### config.mk
export PLATFORM = sky130hd
export DESIGN_NAME = pipe_stage_reg
export DESIGN_NICKNAME = d
export VERILOG_FILES = /design/src/rtl/pipe_stage_reg_pkg.sv /design/src/rtl/pipe_stage_reg_slot.sv /design/src/rtl/pipe_stage_reg.sv
export SDC_FILE = /design/constraint.sdc
export NUM_CORES = 1
export LEC_CHECK = 0
export CELL_PAD_IN_SITES_DETAIL_PLACEMENT = 0
export CELL_PAD_IN_SITES_GLOBAL_PLACEMENT = 1
export CORE_ASPECT_RATIO = 1.4
export CORE_MARGIN = 2
export CORE_UTILIZATION = 33
export DETAILED_ROUTE_END_ITERATION = 10
export GPL_TIMING_DRIVEN = 0
export MAX_ROUTING_LAYER = met4
export PLACE_DENSITY_LB_ADDON = 0.15
export SYNTH_ARGS = -nofsm -noshare
export SYNTH_HDL_FRONTEND = slang
export SYNTH_SLANG_ARGS = --single-unit
### constraint.sdc
create_clock -name clk_i -period 2.04 [get_ports clk_i]
set_clock_uncertainty 0.2 [all_clocks]
set_input_delay 0.408 -clock clk_i [delete_from_list [all_inputs] [get_ports clk_i]]
set_output_delay 0.408 -clock clk_i [all_outputs]
set_load 0.01 [all_outputs]
### src/rtl/pipe_stage_reg_pkg.sv
// Shared constants and types for the inter-stage pipeline registers.
package pipe_pkg;

    // ID/EX boundary widths: payload is inst, pc, rs data, rt data, imm (5 x 32).
    localparam int IDEX_DATA_W = 160;
    localparam int IDEX_CTRL_W = 7;

    // Bit offsets inside the ID/EX control word.
    localparam int CTRL_MEMWRITE = 0;
    localparam int CTRL_MEMTOREG = 1;
    localparam int CTRL_REGWRITE = 2;
    localparam int CTRL_ALUSRC   = 3;
    localparam int CTRL_ALUOP    = 4;  // ALUOp occupies bits 4..5
    localparam int CTRL_ALUOP_W  = 2;
    localparam int CTRL_REGDST   = 6;

    // Occupancy of a stage register; the encoding equals the entry count.
    typedef enum logic [1:0] {
        EMPTY = 2'd0,
        ONE   = 2'd1,
        FULL  = 2'd2
    } occ_e;

endpackage

### src/rtl/pipe_stage_reg_slot.sv
// One pipeline entry: valid bit plus payload and control word.
// clear drops the valid bit but keeps data/ctrl; load writes a live entry.
module pipe_slot
    import pipe_pkg::*;
#(
    parameter int DATA_W = IDEX_DATA_W,
    parameter int CTRL_W = IDEX_CTRL_W
) (
    input  logic              clk_i,
    input  logic              rst_i,
    input  logic              clear_i,
    input  logic              load_i,
    input  logic [DATA_W-1:0] data_i,
    input  logic [CTRL_W-1:0] ctrl_i,
    output logic              valid_o,
    output logic [DATA_W-1:0] data_o,
    output logic [CTRL_W-1:0] ctrl_o
);

    // Entry register: reset zeroes everything, clear only kills the valid bit.
    always_ff @(posedge clk_i) begin
        if (rst_i) begin
            valid_o <= 1'b0;
            data_o  <= '0;
            ctrl_o  <= '0;
        end else if (clear_i) begin
            valid_o <= 1'b0;
        end else if (load_i) begin
            valid_o <= 1'b1;
            data_o  <= data_i;
            ctrl_o  <= ctrl_i;
        end
    end

endmodule

### src/rtl/pipe_stage_reg.sv
// Generic inter-stage pipeline register with stall, flush and bubble masking.
// With SKID=1 a second entry absorbs the one extra instruction that arrives
// while the downstream stalls, so in_ready_o can come straight from a flop.
//
// Handshake: a transfer happens on a rising edge where valid and ready are
// both high. A producer holds valid and payload stable until the transfer;
// ready may rise or fall freely and never depends on the same-side valid.
module pipe_stage_reg
    import pipe_pkg::*;
#(
    parameter int DATA_W = IDEX_DATA_W,
    parameter int CTRL_W = IDEX_CTRL_W,
    parameter int SKID   = 1
) (
    input  logic              clk_i,
    input  logic              rst_i,
    input  logic              flush_i,
    input  logic              in_valid_i,
    output logic              in_ready_o,
    input  logic [DATA_W-1:0] in_data_i,
    input  logic [CTRL_W-1:0] in_ctrl_i,
    output logic              out_valid_o,
    input  logic              out_ready_i,
    output logic [DATA_W-1:0] out_data_o,
    output logic [CTRL_W-1:0] out_ctrl_o,
    output logic [1:0]        count_o
);

    occ_e              occState;
    occ_e              occNext;
    logic              accept;
    logic              drain;
    logic              inReadyQ;
    logic [1:0]        countQ;

    logic              mValid;
    logic [DATA_W-1:0] mData;
    logic [CTRL_W-1:0] mCtrl;
    logic              mLoad;
    logic              mClear;
    logic              mFromSkid;
    logic [DATA_W-1:0] mDataNext;
    logic [CTRL_W-1:0] mCtrlNext;

    logic              sValid;
    logic [DATA_W-1:0] sData;
    logic [CTRL_W-1:0] sCtrl;
    logic              sLoad;
    logic              sClear;

    assign in_ready_o = (SKID != 0) ? inReadyQ : (!mValid || out_ready_i);
    assign accept     = in_valid_i && in_ready_o;
    assign drain      = mValid && out_ready_i;

    // Next occupancy and slot load/clear strobes; flush overrides any handshake.
    always_comb begin
        occNext   = occState;
        mLoad     = 1'b0;
        mClear    = 1'b0;
        mFromSkid = 1'b0;
        sLoad     = 1'b0;
        sClear    = 1'b0;
        if (flush_i) begin
            mClear  = 1'b1;
            sClear  = 1'b1;
            occNext = EMPTY;
        end else if (SKID != 0) begin
            unique case (occState)
                EMPTY: begin
                    if (accept) begin
                        mLoad   = 1'b1;
                        occNext = ONE;
                    end
                end
                ONE: begin
                    if (accept && drain) begin
                        mLoad = 1'b1;
                    end else if (accept) begin
                        sLoad   = 1'b1;
                        occNext = FULL;
                    end else if (drain) begin
                        mClear  = 1'b1;
                        occNext = EMPTY;
                    end
                end
                FULL: begin
                    if (drain) begin
                        mLoad     = 1'b1;
                        mFromSkid = 1'b1;
                        sClear    = 1'b1;
                        occNext   = ONE;
                    end
                end
                default: begin
                    mClear  = 1'b1;
                    sClear  = 1'b1;
                    occNext = EMPTY;
                end
            endcase
        end else begin
            if (accept) begin
                mLoad   = 1'b1;
                occNext = ONE;
            end else if (drain) begin
                mClear  = 1'b1;
                occNext = EMPTY;
            end
        end
    end

    // Occupancy state, registered count and registered ready all move together.
    always_ff @(posedge clk_i) begin
        if (rst_i) begin
            occState <= EMPTY;
            countQ   <= 2'd0;
            inReadyQ <= 1'b1;
        end else begin
            occState <= occNext;
            countQ   <= occNext;
            inReadyQ <= (occNext != FULL);
        end
    end

    assign mDataNext = mFromSkid ? sData : in_data_i;
    assign mCtrlNext = mFromSkid ? sCtrl : in_ctrl_i;

    pipe_slot #(
        .DATA_W (DATA_W),
        .CTRL_W (CTRL_W)
    ) uMain (
        .clk_i   (clk_i),
        .rst_i   (rst_i),
        .clear_i (mClear),
        .load_i  (mLoad),
        .data_i  (mDataNext),
        .ctrl_i  (mCtrlNext),
        .valid_o (mValid),
        .data_o  (mData),
        .ctrl_o  (mCtrl)
    );

    generate
        if (SKID != 0) begin : gSkid
            pipe_slot #(
                .DATA_W (DATA_W),
                .CTRL_W (CTRL_W)
            ) uSkid (
                .clk_i   (clk_i),
                .rst_i   (rst_i),
                .clear_i (sClear),
                .load_i  (sLoad),
                .data_i  (in_data_i),
                .ctrl_i  (in_ctrl_i),
                .valid_o (sValid),
                .data_o  (sData),
                .ctrl_o  (sCtrl)
            );
        end else begin : gNoSkid
            logic unusedSkidStrobes;
            assign sValid            = 1'b0;
            assign sData             = '0;
            assign sCtrl             = '0;
            assign unusedSkidStrobes = sLoad ^ sClear ^ sValid;
        end
    endgenerate

    assign out_valid_o = mValid;
    assign out_data_o  = mData;
    // Bubbles carry an all-zero control word so they never write anything.
    assign out_ctrl_o  = mValid ? mCtrl : '0;
    assign count_o     = countQ;

endmodule

==> results of run 1 <==
==> Yosys cell counts, types with 2 or more instances <==
| cell | count | area [sq um] |
|---|---|---|
| a21oi_1 | 168 | 841 |
| a221oi_1 | 152 | 1330 |
| a221oi_2 | 15 | 225 |
| and2_1 | 8 | 50.1 |
| buf_1 | 2 | 7.51 |
| buf_2 | 33 | 165 |
| buf_4 | 7 | 52.6 |
| buf_6 | 15 | 169 |
| buf_8 | 13 | 195 |
| clkbuf_1 | 79 | 297 |
| dfxtp_1 | 338 | 6770 |
| mux2i_1 | 168 | 1680 |
| nand2_1 | 335 | 1260 |
| nand3b_1 | 2 | 15.0 |
| nor2_1 | 169 | 634 |
==> timing repair <==
action	in CTS	in global routing
gates cloned	10	35
hold endpoints to repair	0	0
gates resized for setup	168	597
hold buffers	0	0
setup endpoints to repair	455	485
pin swaps	59	282
buffers inserted	22	12
==> registers in the layout, indices dropped and copies added, names as in the netlist <==
register,count
gSkid.uSkid.data_o,160
uMain.valid_o,1
count_o,2
in_ready_o,1
uMain.ctrl_o,7
gSkid.uSkid.ctrl_o,7
uMain.data_o,160
==> cell type report <==
class                   instances  area [sq um]
fillers                      3730         18200
multi-input cells            1031          8060
flip-flops and latches        338          6780
repair buffers                416          4800
plain buffers                 146          1640
clock buffers                  56          1060
well taps                     540           676
clock inverters                 3          22.5
diodes                          5          12.5
inverters                       1          3.75
==> power by group through the flow <==
stage                     Clock [mW]  Combinational (mW)  Sequential (mW)
after floorplan                    0               0.721             7.31
after global placement             0                2.00             7.22
after detailed placement           0                2.00             7.22
after CTS                       6.44                2.12             7.08
after global routing            6.70                2.61             7.13
final                           6.25                2.45             7.10
==> worst min path at each step <==
stage / startpoint / endpoint / slack (ps) / depth (start not counted)
global placement: gSkid.uSkid.data_o[129] / gSkid.uSkid.data_o[129] / 240 / 2
global route: in_data_i[150] / gSkid.uSkid.data_o[150] / 250 / 3
CTS: in_data_i[25] / gSkid.uSkid.data_o[25] / 220 / 3
floorplan: gSkid.uSkid.ctrl_o[0] / gSkid.uSkid.ctrl_o[0] / 240 / 2
finish: in_ctrl_i[3] / gSkid.uSkid.ctrl_o[3] / 250 / 3
detailed placement: gSkid.uSkid.data_o[90] / gSkid.uSkid.data_o[90] / 250 / 2
==> critical path, delay by kind of cell (launching register included) <==
kind	cells	cell delay, ps
compound gates	1	60
buf+inv	3	520
flops	1	360
simple gates	3	840
==> metrics by stage <==
step	power (mW)	cell area, sq um
3_5_place_dp	9.23	17900
2_1_floorplan	8.03	13800
6_report	15.8	23000
3_3_place_gp	9.21	17900
5_1_grt	16.4	23000
4_1_cts	15.6	20000
==> logic make-up after synthesis <==
logic type / after synthesis / share of synthesized area [%]
AO/OA/AOI/OAI: 340 / 17.6
AND/OR/NAND/NOR: 523 / 14.9
buffers and inverters: 150 / 6.43
multiplexers: 168 / 12.2
flip-flops: 338 / 48.9
==> routing by layer <==
layer / share of wire [%] / up-vias / GRT usage [%]
met5: 0 / - / -
met4: 2.8 / 0 / 6.25
met3: 6.9 / 91 / 5.65
met2: 52 / 351 / 37.4
met1: 38 / 6176 / 24.1
li1: - / 6289 / -
==> flow_summary_export.csv, run 1 <==
group,metric,value,unit
timing,rsz0062_at_grt,"yes",
timing,hold_viol_final,0,
pwr,peakVddDrop,0.530,mV
detailed_routing,dr_total_vias,12900,
synthesis,yosys_warnings,0,
synthesis,synth_area_per_cell,9.11,sq um
floorplan,io_pins,343,
clock_tree,clockBufferDepth,3,
synthesis,synthArstFlopShare,0,%
synthesis,synth_cells,1519,
critical_path,crit_chain,"nand3b_1 -> or4b_4 -> buf_12 -> buf_16 -> clkbuf_16 -> nand2_1 -> a21oi_1",
timing,period_share,106,%
run_status,status,"finished, violations left",
detailed_routing,wl_per_cell,20.2,microns
clock_tree,root_buffer,"clkbuf_16",
synthesis,synth-seq-area-share,48.9,%
timing,post-route-min-period,2150,ps
critical_path,worstPathRequired,2220,ps
clock_tree,worst_skew_pair.late_latency,530,ps
critical_path,crit_start,"count_o[1]",
min_path,min_path_type,"in -> reg",
critical_path,worstSetupPathType,"reg -> reg",
clock_tree,cts_buffers,37,
detailed_routing,wl,51200,microns
cells_and_area,fin_util,55.8,%
critical_path,reg2reg_slack,-110,ps
global_route,antenna_found_initial,5,
synthesis,synth_cell_types,30,
critical_path,arrival,2330,ps
timing,tns,-11510,ps
synthesis,synth_area,13800,sq um
detailed_routing,first_pass_iters,6,
global_route,grt_max_degree,13,
global_route,grt_usage,21.5,%
timing,finalMaxSlewViolations,0,
timing,worst_slack,-114,ps
pwr,power_density,685,nW/um^2
critical_path,endpoint,"gSkid.uSkid.data_o[126]",
cells_and_area,mostFrequentLayoutCell,"dfxtp_1",
pwr,p_switching,4.03,mW
critical_path,rr_endpoint,"gSkid.uSkid.data_o[126]",
floorplan,coreArea,41300,sq um
detailed_routing,ant_nets,0,
pwr,p_leak,7.70,nW
timing,max_freq,0.464,GHz
clock_tree,cts_tree,"done",
placement,portBuffers,340,
detailed_routing,drtIter0Drc,504,
critical_path,end_kind,"flip-flop",
clock_tree,cts_sinks,338,
clock_tree,clk_pin_slew,60,ps
cells_and_area,area_delta_synth_final,66.6,%
detailed_routing,remaining_drc_errors,0,
pwr,p_int,11.8,mW
critical_path,r2r_start,"count_o[1]",
cells_and_area,fin_cells,2536,
flow_run,cap_viol_max_count,0,
critical_path,ff2ff_path_depth,7,
detailed_routing,post_drt_via_cell_ratio,5.09,
placement,dp.cells,2399,
floorplan,fp.dieW,177,microns
floorplan,start_util,33.5,%
timing,worst_pin_slew,1050,ps
clock_tree,htreeDepth,2,
floorplan,die_height,246,microns
floorplan,core.rowCount,88,
timing,maxSlewHeadroom,30.1,%
synthesis,synth_edf_count,0,
global_route,grt_pass1_wl,70300,microns
global_route,grt_pass1_vias,12200,
global_route,gr-total-overflow,0,
pwr,power.share.switching,25.5,%
timing,fin_hold_ws,245,ps
pwr,clkPwrFrac,39.6,%
pwr,seq_power_share,44.9,%
pwr,combPwrFrac,15.5,%
cells_and_area,drive_above_1_share,30.4,%
critical_path,critPathMaxStageDelay,560,ps
timing,setup_viol,275,
placement,place.gp.congestion,0.787,
floorplan,die_area,43600,sq um
placement,pre_cts_ws,-1440,ps
cells_and_area,final_cell_mix,"dfxtp_1 (334), clkdlybuf4s50_1 (329), nand2_1 (210)",
run_status,violations,"setup timing",
synthesis,synth_fp_nets,1691,
synthesis,yosys_most_used_dff,"dfxtp_1",
critical_path,crit_slowest_cell,"or4b_4",
critical_path,crit_fanout,8,
placement,hpwl,33000,microns
synthesis,yosys_register_bits,338,
critical_path,cp-start-kind,"flip-flop",
cells_and_area,final_nets,2143,
(Power assumes the default switching activity.)
==> run 2, diff against run 1 <==
--- a/config.mk
+++ b/config.mk
@@ -14,6 +14,7 @@
 export GPL_TIMING_DRIVEN = 0
 export MAX_ROUTING_LAYER = met4
 export PLACE_DENSITY_LB_ADDON = 0.15
+export SKIP_LAST_GASP = 1
 export SYNTH_ARGS = -nofsm -noshare
 export SYNTH_HDL_FRONTEND = slang
 export SYNTH_SLANG_ARGS = --single-unit
==> constraint.sdc (replaced) <==
create_clock -name clk_i -period 2.04 [get_ports clk_i]
set_clock_uncertainty 0.2 [all_clocks]
set_input_delay 0.612 -clock clk_i [delete_from_list [all_inputs] [get_ports clk_i]]
set_output_delay 0.612 -clock clk_i [all_outputs]
set_load 0.01 [all_outputs]
==> flow_summary_export.csv, run 2 (synthesized netlist as in run 1, its figures left out) <==
group,metric,value,unit
pwr,p_leak,10.8,nW
timing,worst_slack,-203,ps
pwr,peakVddDrop,0.520,mV
cells_and_area,mostFrequentLayoutCell,"dfxtp_1",
timing,fin_hold_ws,230,ps
global_route,grt_max_degree,13,
cells_and_area,fin_util,61.6,%
floorplan,coreArea,41300,sq um
critical_path,crit_fanout,6,
run_status,status,"finished, violations left",
placement,dp.cells,2399,
global_route,grt_pass1_vias,13800,
global_route,gr-usage-met3,5.40,%
global_route,gr-total-overflow,0,
timing,period_share,110,%
flow_run,cap_viol_max_count,0,
timing,worst_pin_slew,1020,ps
detailed_routing,first_pass_iters,4,
pwr,power_density,642,nW/um^2
timing,post-route-min-period,2240,ps
placement,portBuffers,340,
critical_path,worstPathRequired,2270,ps
placement,pre_cts_ws,-1530,ps
cells_and_area,drive_above_1_share,42.7,%
floorplan,core.rowCount,88,
min_path,hold_start,"flush_i",
clock_tree,cts_hold_buf,0,
run_status,violations,"setup timing",
timing,rsz0062_at_grt,"yes",
clock_tree,worst_skew_pair.late_latency,520,ps
critical_path,crit_start,"uMain.valid_o",
floorplan,die_height,246,microns
timing,setup_viol,342,
critical_path,arrival,2480,ps
detailed_routing,post_drt_via_cell_ratio,5.21,
timing,max_freq,0.446,GHz
clock_tree,clk_pin_slew,60,ps
detailed_routing,wl_per_cell,21.5,microns
global_route,use_met2,43.6,%
cells_and_area,final_cell_mix,"dfxtp_1 (334), nand2_1 (174), nor2_1 (168)",
placement,place.gp.congestion,0.812,
detailed_routing,drtIter0Drc,508,
clock_tree,root_buffer,"clkbuf_16",
cells_and_area,area_delta_synth_final,83.8,%
min_path,min_path_type,"in -> reg",
cells_and_area,top_regs,"gSkid.uSkid.data_o x160, uMain.data_o x160",
detailed_routing,wl,55100,microns
global_route,grt_pass1_wl,79100,microns
clock_tree,htreeDepth,2,
critical_path,cp-start-kind,"flip-flop",
timing,tns,-40570,ps
global_route,grt_usage,24.1,%
floorplan,die_area,43600,sq um
cells_and_area,fin_cells,2561,
cells_and_area,nFillCells,3366,
critical_path,end_kind,"flip-flop",
critical_path,r2r_start,"uMain.valid_o",
global_route,grt_busiest_layer,"met2",
detailed_routing,ant_nets,0,
clock_tree,cts_tree,"done",
clock_tree,cts_buffers,37,
detailed_routing,remaining_drc_errors,0,
timing,finalMaxSlewViolations,0,
clock_tree,clockBufferDepth,3,
timing,maxSlewHeadroom,32.3,%
critical_path,worstSetupPathType,"reg -> reg",
timing,hold_viol_final,0,
detailed_routing,dr_total_vias,13300,
clock_tree,cts_sinks,338,
cells_and_area,final_nets,2166,
global_route,antenna_found_initial,6,
floorplan,start_util,33.5,%
min_path,hold_depth,2,
critical_path,ff2ff_path_depth,9,
floorplan,io_pins,343,
global_route,grt_util_met1,25.7,%
placement,hpwl,33200,microns
floorplan,fp.dieW,177,microns
## run 2: cell count changes in the layout (fill, tap and decap cells not counted), moves of 25 or more
| cell | change |
|---|---|
| mux2i_4 | +25 |
| mux2i_1 | -65 |
| a221oi_2 | +58 |
| clkdlybuf4s50_1 | -162 |
| nand2_1 | -36 |
| dlymetal6s2s_1 | +155 |
| nand2_4 | +39 |
| mux2i_2 | +40 |
| a21oi_1 | -52 |
| a21oi_2 | +52 |
| a221oi_1 | -65 |
## run 2: report_power, final
group	switching [mW]	leakage, nW	internal, mW	total [mW]
Clock	2.70	0.545	3.73	6.44
Combinational	1.34	7.47	1.46	2.80
Sequential	0.195	2.76	6.91	7.10
## run 2: cell type report
cell class              count  area (sq um)  area share [%]
plain buffers             146          1770            6.97
diodes                      6          15.0          0.0590
inverters                   1          3.75          0.0148
multi-input cells        1031          9500            37.3
well taps                 540           676            2.66
clock buffers              54          1030            4.05
repair buffers            439          5580            21.9
clock inverters             6          83.8           0.330
flip-flops and latches    338          6780            26.6
## run 2: repair_timing
action / CTS / global route
endpoints found under the setup margin: 505 / 504
buffers inserted: 40 / 17
gates cloned: 43 / 15
resized for setup: 545 / 685
pin swaps: 204 / 167
## run 2: metal layers
layer / routed length, microns / part of all wire (%) / vias up
li1: - / - / 6360
met1: 20200 / 37 / 6567
met2: 29900 / 54 / 319
met3: 3170 / 5.8 / 93
met4: 1760 / 3.2 / 0
met5: 0 / 0 / -
## run 2: worst paths after layout
kind | slack, ps | end
min | 230 | count_o[1]
min reg2reg | 260 | gSkid.uSkid.data_o[11]
max | -200 | uMain.data_o[152]
max reg2reg | -200 | uMain.data_o[152]
## run 2: critical path, stage by stage (launching register included)
cell	delay [ps]
dfxtp_4	350
buf_6	130
and4b_2	260
and2b_1	190
buf_12	160
buf_12	130
buf_12	140
clkbuf_16	170
mux2i_4	180
a221oi_2	240
## run 2: through the flow
stage,area (sq um),total power [mW]
finish,25400,16.3
global route,25400,16.9
CTS,22800,16.2
detailed placement,18100,9.27
global placement,18100,9.26
floorplan,14000,8.07
